**config.mk**
```make
export PLATFORM = sky130hd
export DESIGN_NAME = uart_rx
export DESIGN_NICKNAME = d
export VERILOG_FILES = /design/src/rtl/uart_pkg.sv /design/src/rtl/uart_sync.sv /design/src/rtl/uart_rx.sv
export SDC_FILE = /design/constraint.sdc
export NUM_CORES = 1
export LEC_CHECK = 0
export ABC_AREA = 1
export ABC_CLOCK_PERIOD_IN_PS = 4200
export BUFFER_PORTS_ARGS = -buffer_cell sky130_fd_sc_hd__buf_4
export CAP_MARGIN = 20
export CORE_AREA = 3 3 116 162
export CTS_CLUSTER_SIZE = 16
export DETAILED_ROUTE_END_ITERATION = 8
export DIE_AREA = 0 0 119 165
export SKIP_LAST_GASP = 1
export SLEW_MARGIN = 20
export SYNTH_ARGS = -nofsm -noshare
export SYNTH_HDL_FRONTEND = slang
export SYNTH_SLANG_ARGS = --single-unit
export TNS_END_PERCENT = 5
```
**constraint.sdc**
```tcl
create_clock -name clk_i -period 4.2 [get_ports clk_i]
set_input_delay 0.42 -clock clk_i [delete_from_list [all_inputs] [get_ports clk_i]]
set_output_delay 0.42 -clock clk_i [all_outputs]
set_load 0.02 [all_outputs]
```
**src/rtl/uart_pkg.sv**
```systemverilog
// Shared UART types: receiver FSM state plus the CFG/INTR register layouts.
// Also holds the parity check used by the receiver.
package uart_pkg;

    typedef enum logic [2:0] {
        ST_IDLE   = 3'd0,
        ST_START  = 3'd1,
        ST_DATA   = 3'd2,
        ST_PARITY = 3'd3,
        ST_STOP1  = 3'd4,
        ST_STOP2  = 3'd5
    } uart_rx_state_t;

    typedef struct packed {
        logic extra_stop_bits;
        logic parity_type;
        logic parity_en;
    } uart_cfg_t;

    typedef struct packed {
        logic rx_overflow;
        logic rx_valid;
        logic tx_empty;
    } uart_intr_t;

    // odd = 0 expects an even count of ones over data plus parity bit
    function automatic logic parity_err(input logic [7:0] data, input logic p, input logic odd);
        return ((^data) ^ p) != odd;
    endfunction

endpackage

```
**src/rtl/uart_sync.sv**
```systemverilog
// Two-flop synchronizer with a configurable reset value.
// q_next_o exposes the first stage so a consumer can see the next synchronized value one cycle early.
module uart_sync #(
    parameter logic RESET_VAL = 1'b1
) (
    input  logic clk_i,
    input  logic arst_ni,
    input  logic d_i,
    output logic q_o,
    output logic q_next_o
);

    logic r_meta;
    logic r_sync;

    always_ff @(posedge clk_i or negedge arst_ni) begin
        if (!arst_ni) begin
            r_meta <= RESET_VAL;
            r_sync <= RESET_VAL;
        end else begin
            r_meta <= d_i;
            r_sync <= r_meta;
        end
    end

    assign q_o      = r_sync;
    assign q_next_o = r_meta;

endmodule

```
**src/rtl/uart_rx.sv**
```systemverilog
// UART receiver: oversampling-free mid-bit sampler feeding a one-entry valid/ready output register.
// Optional macro UART_RX_FRAME_ERR_EN adds frame_error_o (any sampled stop bit low).
module uart_rx
    import uart_pkg::*;
(
    input  logic        clk_i,
    input  logic        arst_ni,
    input  logic        clk_en_i,
    input  logic [31:0] clk_div_i,
    input  logic        parity_en_i,
    input  logic        parity_type_i,
    input  logic        extra_stop_bits_i,
    input  logic        rx_i,
    output logic [7:0]  data_o,
    output logic        parity_error_o,
    output logic        valid_o,
    input  logic        ready_i,
    output logic        overflow_o
`ifdef UART_RX_FRAME_ERR_EN
    ,
    output logic        frame_error_o
`endif
);

    logic w_rx;
    logic w_rx_next;
    logic w_fall;
    logic w_expired;
    logic w_complete;
    logic w_accept;

    uart_rx_state_t r_state;
    logic [31:0]    r_timer;
    logic [2:0]     r_idx;
    logic [7:0]     r_shift;
    logic           r_par_err;
    logic [7:0]     r_data;
    logic           r_parity_error;
    logic           r_valid;
    logic           r_overflow;

    uart_sync #(.RESET_VAL(1'b1)) u_sync (
        .clk_i    (clk_i),
        .arst_ni  (arst_ni),
        .d_i      (rx_i),
        .q_o      (w_rx),
        .q_next_o (w_rx_next)
    );

    // The edge is seen as it enters the synchronized line, so a timer load of
    // div>>1 lands the start-bit sample at bit centre (first cycle when div = 0).
    assign w_fall     = w_rx & ~w_rx_next;
    assign w_expired  = (r_timer == 32'd0);
    assign w_complete = clk_en_i && (r_state != ST_IDLE) && w_expired &&
                        (((r_state == ST_STOP1) && !extra_stop_bits_i) || (r_state == ST_STOP2));
    assign w_accept   = ~r_valid | ready_i;

    always_ff @(posedge clk_i or negedge arst_ni) begin
        if (!arst_ni) begin
            r_state   <= ST_IDLE;
            r_timer   <= '0;
            r_idx     <= '0;
            r_shift   <= '0;
            r_par_err <= 1'b0;
        end else if (!clk_en_i) begin
            r_state <= ST_IDLE;
            r_timer <= '0;
            r_idx   <= '0;
        end else if (r_state == ST_IDLE) begin
            if (w_fall) begin
                r_state <= ST_START;
                r_timer <= clk_div_i >> 1;
            end
        end else if (!w_expired) begin
            r_timer <= r_timer - 32'd1;
        end else begin
            r_timer <= clk_div_i;
            case (r_state)
                ST_START: begin
                    r_state <= w_rx ? ST_IDLE : ST_DATA;
                    r_idx   <= '0;
                end
                ST_DATA: begin
                    r_shift[r_idx] <= w_rx;
                    r_idx          <= r_idx + 3'd1;
                    if (r_idx == 3'd7) begin
                        r_state   <= parity_en_i ? ST_PARITY : ST_STOP1;
                        r_par_err <= 1'b0;
                    end
                end
                ST_PARITY: begin
                    r_par_err <= parity_err(r_shift, w_rx, parity_type_i);
                    r_state   <= ST_STOP1;
                end
                ST_STOP1: r_state <= extra_stop_bits_i ? ST_STOP2 : ST_IDLE;
                default:  r_state <= ST_IDLE;
            endcase
        end
    end

    // A completed byte that cannot be stored is dropped; the held byte wins.
    always_ff @(posedge clk_i or negedge arst_ni) begin
        if (!arst_ni) begin
            r_data         <= '0;
            r_parity_error <= 1'b0;
            r_valid        <= 1'b0;
            r_overflow     <= 1'b0;
        end else begin
            r_overflow <= w_complete & ~w_accept;
            if (w_complete && w_accept) begin
                r_data         <= r_shift;
                r_parity_error <= r_par_err;
                r_valid        <= 1'b1;
            end else if (r_valid && ready_i) begin
                r_valid <= 1'b0;
            end
        end
    end

    assign data_o         = r_data;
    assign parity_error_o = r_parity_error;
    assign valid_o        = r_valid;
    assign overflow_o     = r_overflow;

`ifdef UART_RX_FRAME_ERR_EN
    logic r_frm_acc;
    logic r_frame_err;

    always_ff @(posedge clk_i or negedge arst_ni) begin
        if (!arst_ni) begin
            r_frm_acc   <= 1'b0;
            r_frame_err <= 1'b0;
        end else begin
            if (r_state == ST_START) begin
                r_frm_acc <= 1'b0;
            end else if (clk_en_i && w_expired && !w_rx &&
                         ((r_state == ST_STOP1) || (r_state == ST_STOP2))) begin
                r_frm_acc <= 1'b1;
            end
            if (w_complete && w_accept) begin
                r_frame_err <= r_frm_acc | ~w_rx;
            end
        end
    end

    assign frame_error_o = r_frame_err;
`endif

endmodule

```
==> out/metrics.yaml, run 1 <==
synthesis:
  yosysMostFrequentCell: "nand2_1"
  netlist-cell-type-count: 37
  seq_area_frac_synth: 0.3472
  synth_top_area_cell: "dfrtp_1"
  synth_edf_count: 0
  synth_ff_type: "dfrtp_1"
  syn_area_um2: 4332
  synthesis.nets: 706
  ys_ff_latch: 60
  synth_cells: 662
  synth_top_area_frac: 0.3351
  ys_top_cells_by_count: "nand2_1 (186), nor2_1 (113), inv_1 (64)"
  synth-async-reset-ratio: 1.000
  yosys-top-cells-area: "dfrtp_1 (34%), nand2_1 (16%), nor2_1 (9.8%)"
  synth.avg_cell_area_um2: 6.543
  yosysWarnings: 0
floorplan:
  core_um2: 17470
  die_x_um: 119
  placementRows: 57
  ioPinCount: 51
  dieArea_um2: 19640
  initial_core_util: 0.2479
  die_y_um: 165
cts:
  cts_made_buffers: 9
  root_buffer: "clkbuf_16"
  ctsHoldBuffers: 0
  path_clk_slew_ns: 0.06
  cts_tree: "yes"
  htreeDepth: 3
  clock_sinks: 60
  max-clock-path-buffers: 2
  ctsResizeCount: 0
  clock_latency_ns: 0.33
  post_cts_buffers: 0
finish:
  fillers: 1956
  num-nets-final: 750
  final_layout_size_suffix_gt1_frac: 0.1603
  area_delta_synth_final_pct: 19.47
  antenna_cells: 0
setup_path:
  crit_family: "simple AND/OR/NAND/NOR gates"
  cpMostUsedCell: "inv_1"
  crit_buf_inv: 3
  path_class: "reg -> reg"
  max_stage_delay_ns: 0.49
  path_cells: "inv_1 > ha_1 > inv_1 > nor3_1 > nand3_2 > nor2_4 > nor2_1 > o21ai_0 > nand3_1 > nand2_1 > inv_1"
  cp_data_arrival_time_ns: 2.61
  end_kind: "register"
  worst_setup_path_start_kind: "register"
  crit_required_ns: 4.42
  slowest_stage: "nor2_4"
  cp_max_fo: 23
drt:
  ant_nets: 0
  dr_wl_met2_um: 6711
  routed_wl_um: 12660
  drc: 0
  drt_iter0_markers: 331
  top_layer: "met4"
  dr_wl_met3_um: 510
  vias: 4234
  wl_per_cell_um: 13.37
  vias_per_cell: 4.471
  drt-pass1-iter-count: 4
  wl_met1_um: 5280
power_and_ir_drop:
  p_switching_mw: 1.318
  power_leakage_nw: 2.472
  max-vdd-ir-drop_mv: 0.2000
  switching_share: 0.4489
  intPower_mw: 1.619
  comb_power_share: 0.431
  clockPowerShare: 0.247
  cellPowerDensity_nw_per_um2: 567.5
  sequentialPowerShare: 0.321
timing:
  fin_skew_ns: 0.008620
  hold_viol: 0
  max_freq_mhz: 419.0
  report.final.slew_viol_count: 0
  period_minus_slack_ns: 2.386
  setup_violations: 0
  relSlewSlack: 0.4425
  finalCritPeriodShare: 0.5682
  worst_pin_slew_ns: 0.8332
  fin_setup_tns_ns: 0
  rsz0062_at_grt: "no"
  holdWs_ns: 0.1961
global_routing:
  grt_overflow_total: 0
  grt_pass1_wl_um: 20610
  grt_usage: 0.1312
  grt_max_degree: 61
  grt_pass1_vias: 4147
  antenna_found_initial: 0
placement:
  hpwl_um: 9353
  io_buffers: 50
  gp_congestion: 0.9188
outcome:
  status: "complete, no violations"
run:
  maxCapViolCount: 0
hold_path:
  worstHoldPathType: "in -> async"
per-stage QoR:
step	cell area (µm²)	cells	power, mW	utilization	setup slack, ns
floorplan	4332	662	1.900	-	2.588
global placement	4890	931	2.201	0.2798	1.929
detailed placement	4890	931	2.215	0.2798	1.846
CTS	5175	947	2.951	0.2962	1.835
global route	5175	947	3.196	0.2962	1.527
finish	5175	947	2.937	0.2962	1.814
routing by layer:
metal / up-vias / global-route usage
met1: 1944 / 0.1508
li1: 2188 / -
met4: 0 / 0.03532
met3: 13 / 0.02604
met2: 89 / 0.2462
met5: - / 0
power groups by stage:
stage                     Clock (mW)  Sequential (mW)  Combinational [mW]
after floorplan                    0            0.889                1.01
after global placement             0            0.945                1.26
after detailed placement           0            0.947                1.27
after CTS                      0.739            0.941                1.27
after global routing           0.765            0.972                1.46
final                          0.727            0.943                1.27
worst reg2reg max path: stages, from the launching register on:
cell,delay (ns)
dfrtp_1,0.38
inv_1,0.11
ha_1,0.19
inv_1,0.06
nor3_1,0.19
nand3_2,0.13
nor2_4,0.49
nor2_1,0.37
o21ai_0,0.18
nand3_1,0.09
nand2_1,0.07
inv_1,0.04
final cells by class:
class	count	area [µm²]	area share
Inverter	72	272.8	0.05271
Tap cell	236	295.3	0.05706
Clock buffer	11	232.7	0.04497
Sequential cell	60	1504	0.2906
Multi-Input combinational cell	511	2427	0.4691
Timing Repair Buffer	52	390.4	0.07544
Clock inverter	5	52.55	0.01015
worst paths after layout:
| check | start | end | slack, ns | cells after the start |
|---|---|---|---|---|
| min in group clk_i | rx_i | u_sync.q_next_o | 0.20 | 1 |
| setup reg to reg | r_timer[0] | r_timer[2] | 1.81 | 11 |
| hold reg to reg | u_sync.q_next_o | u_sync.q_o | 0.37 | 0 |
| setup / recovery | r_timer[0] | r_timer[2] | 1.81 | 11 |
| hold / removal | arst_ni | data_o[6] | 0.20 | 1 |
| max in group asynchronous | arst_ni | r_timer[16] | 3.47 | 1 |
state kept, by name, summed over array words and instances (netlist names):
signal           cells
r_timer             32
data_o               8
r_shift              8
r_idx                3
r_state              3
overflow_o           1
parity_error_o       1
r_par_err            1
u_sync.q_next_o      1
u_sync.q_o           1
valid_o              1
kinds of logic after synthesis:
| kind of cell | after synthesis | share of synthesized area |
|---|---|---|
| AND/OR/NAND/NOR | 390 | 0.3902 |
| AO/OA/AOI/OAI | 103 | 0.1303 |
| buffers and inverters | 91 | 0.09243 |
| flip-flops | 60 | 0.3472 |
| XOR/XNOR | 14 | 0.02831 |
| adder cells (fa/ha/maj) | 4 | 0.01155 |
cells in the final DEF (no fill, tap or decap), types with 9 or more instances in the layout:
cell / count
nand3_1: 46
nand2_1: 186
buf_4: 52
o21ai_0: 24
o21ai_1: 10
nand4_1: 9
inv_1: 64
nor2_1: 113
a21oi_1: 55
o21ai_2: 9
nor2_2: 13
clkbuf_16: 9
dfrtp_1: 58
Power figures use the tool's default switching activity.
==> run 2, diff against run 1 <==
--- a/config.mk
+++ b/config.mk
@@ -6,7 +6,7 @@
 export NUM_CORES = 1
 export LEC_CHECK = 0
 export ABC_AREA = 1
-export ABC_CLOCK_PERIOD_IN_PS = 4200
+export ABC_CLOCK_PERIOD_IN_PS = 2150
 export BUFFER_PORTS_ARGS = -buffer_cell sky130_fd_sc_hd__buf_4
 export CAP_MARGIN = 20
 export CORE_AREA = 3 3 116 162
==> constraint.sdc (replaced) <==
create_clock -name clk_i -period 2.15 [get_ports clk_i]
set_input_delay 0.215 -clock clk_i [delete_from_list [all_inputs] [get_ports clk_i]]
set_output_delay 0.215 -clock clk_i [all_outputs]
set_load 0.02 [all_outputs]
==> out/metrics.yaml, run 2 (synthesis results as in run 1) <==
global_routing:
  grt_usage: 0.1350  # was 0.1312
  grt_pass1_vias: 4386  # was 4147
  grt_overflow_total: 0  # unchanged
  grt_pass1_wl_um: 21250  # was 20610 µm
  antenna_found_initial: 0  # unchanged
  grt_max_degree: 61  # unchanged
cts:
  clock_latency_ns: 0.33  # about the same
  max-clock-path-buffers: 2  # unchanged
  clock_sinks: 60  # unchanged
  htreeDepth: 3  # unchanged
  cts_made_buffers: 9  # unchanged
  path_clk_slew_ns: 0.05  # was 0.06 ns
  root_buffer: "clkbuf_16"  # unchanged
  cts_tree: "yes"  # unchanged
timing:
  period_minus_slack_ns: 1.994  # was 2.386 ns
  relSlewSlack: 0.4671  # was 0.4425
  max_freq_mhz: 501.5  # was 419.0 MHz
  worst_pin_slew_ns: 0.7993  # was 0.8332 ns
  rsz0062_at_grt: "yes"  # was no
  report.final.slew_viol_count: 0  # unchanged
  setup_violations: 0  # unchanged
  fin_skew_ns: 0.005444  # was 0.008620 ns
  finalCritPeriodShare: 0.9274  # was 0.5682
  hold_viol: 31  # was 0
  holdWs_ns: -0.02590  # was 0.1961 ns
setup_path:
  cp_data_arrival_time_ns: 2.20  # was 2.61 ns
  cp_max_fo: 18  # was 23
  end_kind: "register"  # unchanged
  crit_required_ns: 2.36  # was 4.42 ns
  worst_setup_path_start_kind: "register"  # unchanged
  path_class: "reg -> reg"  # unchanged
finish:
  mostFrequentLayoutCells: "nand2_1 (186), nor2_1 (112), buf_4 (68)"  # was nand2_1 (186), nor2_1 (113), inv_1 (64)
  largest_register_ffs: 32  # unchanged
  antenna_cells: 0  # unchanged
  final_common_cell: "nand2_1"  # unchanged
  area_delta_synth_final_pct: 22.18  # was 19.47%
  final_layout_size_suffix_gt1_frac: 0.1788  # was 0.1603
  largest-register: "r_timer"  # unchanged
  final_cell_area_um2: 5293  # was 5175 µm²
  num-nets-final: 767  # was 750
drt:
  routed_wl_um: 12880  # was 12660 µm
  drc: 0  # unchanged
  dr_wl_met3_um: 518  # was 510 µm
  vias_per_cell: 4.595  # was 4.471
  wl_met1_um: 5259  # was 5280 µm
  ant_nets: 0  # unchanged
  vias: 4425  # was 4234
  dr_wl_met2_um: 6719  # was 6711 µm
  top_layer: "met4"  # unchanged
  wl_per_cell_um: 13.37  # about the same
  drt_iter0_markers: 254  # was 331
  drt-pass1-iter-count: 5  # was 4
floorplan:
  die_y_um: 165  # unchanged
  ioPinCount: 51  # unchanged
  placementRows: 57  # unchanged
  dieArea_um2: 19640  # unchanged
  initial_core_util: 0.2479  # unchanged
  die_x_um: 119  # unchanged
  core_um2: 17470  # unchanged
power_and_ir_drop:
  comb_power_share: 0.459  # was 0.431
  switching_share: 0.4485  # was 0.4489
  power_mw: 5.821  # was 2.937 mW
  power_leakage_nw: 2.553  # was 2.472 nW
  sequentialPowerShare: 0.310  # was 0.321
  cellPowerDensity_nw_per_um2: 1100  # was 567.5 nW/µm²
  intPower_mw: 3.210  # was 1.619 mW
  max-vdd-ir-drop_mv: 0.4830  # was 0.2000 mV
  clockPowerShare: 0.231  # was 0.247
  p_switching_mw: 2.611  # was 1.318 mW
placement:
  io_buffers: 50  # unchanged
  placed_cell_area_um2: 5010  # was 4890 µm²
  gp_congestion: 0.9323  # was 0.9188
  hpwl_um: 9897  # was 9353 µm
run:
  maxCapViolCount: 0  # unchanged
outcome:
  status: "finished, violations left"  # was complete, no violations
  violations: "hold timing"
hold_path:
  worstHoldPathType: "in -> async"  # unchanged
run 2: cell types whose count changed in the layout (fill, tap and decap cells not counted):
cell           before  now
buf_4              52   68
nor2_1            113  112
nor2_2             13   14
clkinv_2            3    2
clkinvlp_4          1    0
clkbuf_8            0    2
dlygate4sd3_1       0    1
bufinv_16           1    0
run 2: stage by stage:
step	std cells	setup TNS [ns]	setup slack [ns]	utilization
6_report	963	0	0.1561	0.3029
5_1_grt	963	-0.3622	-0.09503	0.3029
4_1_cts	963	0	0.08818	0.3028
3_5_place_dp	947	0	0.1023	0.2867
3_3_place_gp	947	0	0.1362	0.2867
2_1_floorplan	662	0	0.5381	-
run 2: layout make-up:
cell class                 count  area, µm²
fill                        1932      12180
tap                          236      295.3
clock buffer                  13      260.3
clock inverter                 2      10.01
sequential                    60       1504
timing repair buffer          69      520.5
multi-input combinational    511       2430
inverter                      72      272.8
run 2: metal layers:
layer | vias up | GRT usage
met5 | - | 0
met4 | 0 | 0.05535
met3 | 34 | 0.02638
met2 | 120 | 0.2503
met1 | 2041 | 0.1503
li1 | 2230 | -
run 2: path summary, 6_finish.rpt:
path | start | endpoint | slack, ns | cells past startpoint
max | r_timer[21] | parity_error_o | 0.16 | 10
min | arst_ni | data_o[6] | -0.03 | 1
max reg2reg | r_timer[21] | parity_error_o | 0.16 | 10
min reg2reg | u_sync.q_next_o | u_sync.q_o | 0.37 | 0
max in group asynchronous | arst_ni | r_timer[20] | 1.65 | 1
min in group clk_i | clk_div_i[27] | r_timer[26] | 0.19 | 3
run 2: power by group through the flow:
stage | clock, mW | combinational [mW] | sequential (mW)
2_1_floorplan | 0 | 1.98 | 1.74
3_3_place_gp | 0 | 2.65 | 1.81
3_5_place_dp | 0 | 2.67 | 1.81
4_1_cts | 1.38 | 2.68 | 1.80
5_1_grt | 1.42 | 3.07 | 1.85
6_report | 1.34 | 2.67 | 1.80
run 2: worst max-delay path: stages, from the launching register on:
cell	delay (ns)
dfrtp_1	0.42
nor2_1	0.20
nand2_1	0.14
nor2_2	0.16
inv_2	0.05
nor2_4	0.10
nand2_4	0.14
inv_4	0.13
nand4_4	0.28
nand2_1	0.18
o21ai_2	0.06
run 2: what timing repair did:
| action | in CTS | in global routing |
|---|---|---|
| gates resized for setup | 0 | 1 |
| hold buffers | 1 | 0 |
| endpoints found under the setup margin | 0 | 21 |
| setup buffers | 0 | 0 |
| hold endpoints to repair | 1 | 0 |
==> run 3, diff against run 2 <==
--- a/config.mk
+++ b/config.mk
@@ -13,6 +13,7 @@
 export CTS_CLUSTER_SIZE = 16
 export DETAILED_ROUTE_END_ITERATION = 8
 export DIE_AREA = 0 0 119 165
+export PLACE_DENSITY = 0.43
 export SKIP_LAST_GASP = 1
 export SLEW_MARGIN = 20
 export SYNTH_ARGS = -nofsm -noshare
==> out/metrics.yaml, run 3 (synthesis results as in run 1) <==
finish:
  largest_register_ffs: 32  # unchanged
  num-nets-final: 779  # was 767
  antenna_cells: 0  # unchanged
  largest-register: "r_timer"  # unchanged
  area_delta_synth_final_pct: 25.27  # was 22.18%
  mostFrequentLayoutCells: "nand2_1 (186), nor2_1 (112), buf_4 (78)"  # was nand2_1 (186), nor2_1 (112), buf_4 (68)
  final_common_cell: "nand2_1"  # unchanged
  final_layout_size_suffix_gt1_frac: 0.1935  # was 0.1788
  final_cell_area_um2: 5426  # was 5293 µm²
  final_cell_count_no_fill: 975  # was 963
drt:
  routed_wl_um: 14870  # was 12880 µm
  wl_per_cell_um: 15.25  # was 13.37 µm
  drt-pass1-iter-count: 5  # unchanged
  vias: 4398  # was 4425
  ant_nets: 0  # unchanged
  vias_per_cell: 4.511  # was 4.595
  drt_iter0_markers: 174  # was 254
  drc: 0  # unchanged
floorplan:
  placementRows: 57  # unchanged
  core_um2: 17470  # unchanged
  ioPinCount: 51  # unchanged
  initial_core_util: 0.2479  # unchanged
  die_x_um: 119  # unchanged
  die_y_um: 165  # unchanged
  dieArea_um2: 19640  # unchanged
timing:
  period_minus_slack_ns: 2.018  # was 1.994 ns
  fin_setup_tns_ns: 0  # unchanged
  relSlewSlack: 0.4302  # was 0.4671
  fin_skew_ns: 0.009461  # was 0.005444 ns
  worst_pin_slew_ns: 0.8546  # was 0.7993 ns
  setup_violations: 0  # unchanged
  worst_slack_ns: 0.1319  # was 0.1561 ns
  report.final.slew_viol_count: 0  # unchanged
  rsz0062_at_grt: "yes"  # unchanged
  hold_viol: 13  # was 31
  finalCritPeriodShare: 0.9386  # was 0.9274
  holdWs_ns: -0.02112  # was -0.02590 ns
  max_freq_mhz: 495.5  # was 501.5 MHz
setup_path:
  max_stage_delay_ns: 0.44  # was 0.42 ns
  crit_required_ns: 2.37  # was 2.36 ns
  rrSetupSlack_ns: 0.13  # was 0.16 ns
  cp_data_arrival_time_ns: 2.23  # was 2.20 ns
  cp_max_fo: 18  # unchanged
  path_class: "reg -> reg"  # unchanged
  path_cells: "nor2_2 > nand4_1 > nor2_4 > nand2_4 > inv_4 > nand4_4 > nand2_1 > o21ai_2"  # was nor2_1 > nand2_1 > nor2_2 > inv_2 > nor2_4 > nand2_4 > inv_4 > nand4_4 > nand2_1 > o21ai_2
  crit_buf_inv: 1  # was 2
  end_kind: "register"  # unchanged
  slowest_stage: "dfrtp_1"  # unchanged
  crit_family: "simple AND/OR/NAND/NOR gates"  # unchanged
  worst_setup_path_start_kind: "register"  # unchanged
placement:
  dp_cells: 959  # was 947
  placed_cell_area_um2: 5125  # was 5010 µm²
  gp_congestion: 0.9513  # was 0.9323
  hpwl_um: 11520  # was 9897 µm
  io_buffers: 50  # unchanged
  post-place-ws_ns: 0.05780  # was 0.1023 ns
hold_path:
  worstHoldPathType: "in -> async"  # unchanged
cts:
  clock_latency_ns: 0.34  # was 0.33 ns
  cts_made_buffers: 9  # unchanged
  htreeDepth: 3  # unchanged
  root_buffer: "clkbuf_16"  # unchanged
  cts_tree: "yes"  # unchanged
  max-clock-path-buffers: 2  # unchanged
  post_cts_buffers: 0  # unchanged
  clock_sinks: 60  # unchanged
  path_clk_slew_ns: 0.06  # was 0.05 ns
power_and_ir_drop:
  cellPowerDensity_nw_per_um2: 1141  # was 1100 nW/µm²
  power_leakage_nw: 2.629  # was 2.553 nW
  max-vdd-ir-drop_mv: 0.4003  # was 0.4830 mV
outcome:
  violations: "hold timing"  # unchanged
  status: "finished, violations left"  # unchanged
global_routing:
  grt_usage: 0.1563  # was 0.1350
  grt_overflow_total: 0  # unchanged
  grt_max_degree: 61  # unchanged
  grt_pass1_vias: 4548  # was 4386
  grt_pass1_wl_um: 23720  # was 21250 µm
  antenna_found_initial: 0  # unchanged
run:
  maxCapViolCount: 0  # unchanged
==> run 3: report_power, final <==
group	switching [mW]	internal [mW]	total [mW]
logic	1.89	1.08	2.98
registers	0.351	1.43	1.78
clock network	0.534	0.898	1.43
total	2.78	3.41	6.19
==> run 3: routing by layer <==
| layer | vias up | track usage | part of all wire |
|---|---|---|---|
| li1 | 2240 | - | - |
| met1 | 2043 | 0.1713 | 0.41 |
| met2 | 89 | 0.2923 | 0.53 |
| met3 | 26 | 0.02158 | 0.028 |
| met4 | 0 | 0.07907 | 0.036 |
| met5 | - | 0 | 0 |
==> run 3: through the flow <==
stage	hold WS (ns)	utilization	total power, mW
final	-0.02112	0.3106	6.189
after global routing	0.06446	0.3106	6.726
after CTS	0.01663	0.3104	6.286
after detailed placement	0.3283	0.2933	4.796
after global placement	0.3261	0.2933	4.795
after floorplan	-0.08059	-	3.712
==> run 3: final timing paths <==
| check | startpoint | end | depth (start not counted) |
|---|---|---|---|
| hold / removal | arst_ni | parity_error_o | 1 |
| setup / recovery | r_timer[28] | data_o[2] | 8 |
| min in group clk_i | clk_div_i[12] | r_timer[12] | 3 |
| hold reg to reg | u_sync.q_next_o | u_sync.q_o | 0 |
| setup reg to reg | r_timer[28] | data_o[2] | 8 |
| max in group asynchronous | arst_ni | r_timer[17] | 1 |
==> run 3: repair_timing <==
item / in CTS / in global routing
hold buffers: 1 / 0
setup endpoints to repair: 0 / 22
resized for setup: 0 / 1
endpoints found under the hold margin: 1 / 0
==> run 3: cell type report <==
type	count	area, µm²
Tap cell	236	295.3
Sequential cell	60	1504
Clock buffer	14	284.0
Fill cell	1966	12050
Timing Repair Buffer	81	635.6
Clock inverter	1	5.005
Inverter	72	272.8
Multi-Input combinational cell	511	2430
==> run 3: worst register-to-register path, cell delays in order, from the launching register on <==
cell and delay [ns]:
dfrtp_1 0.44, nor2_2 0.24, nand4_1 0.23, nor2_4 0.18, nand2_4 0.14, inv_4 0.14, nand4_4 0.28, nand2_1 0.18
o21ai_2 0.06
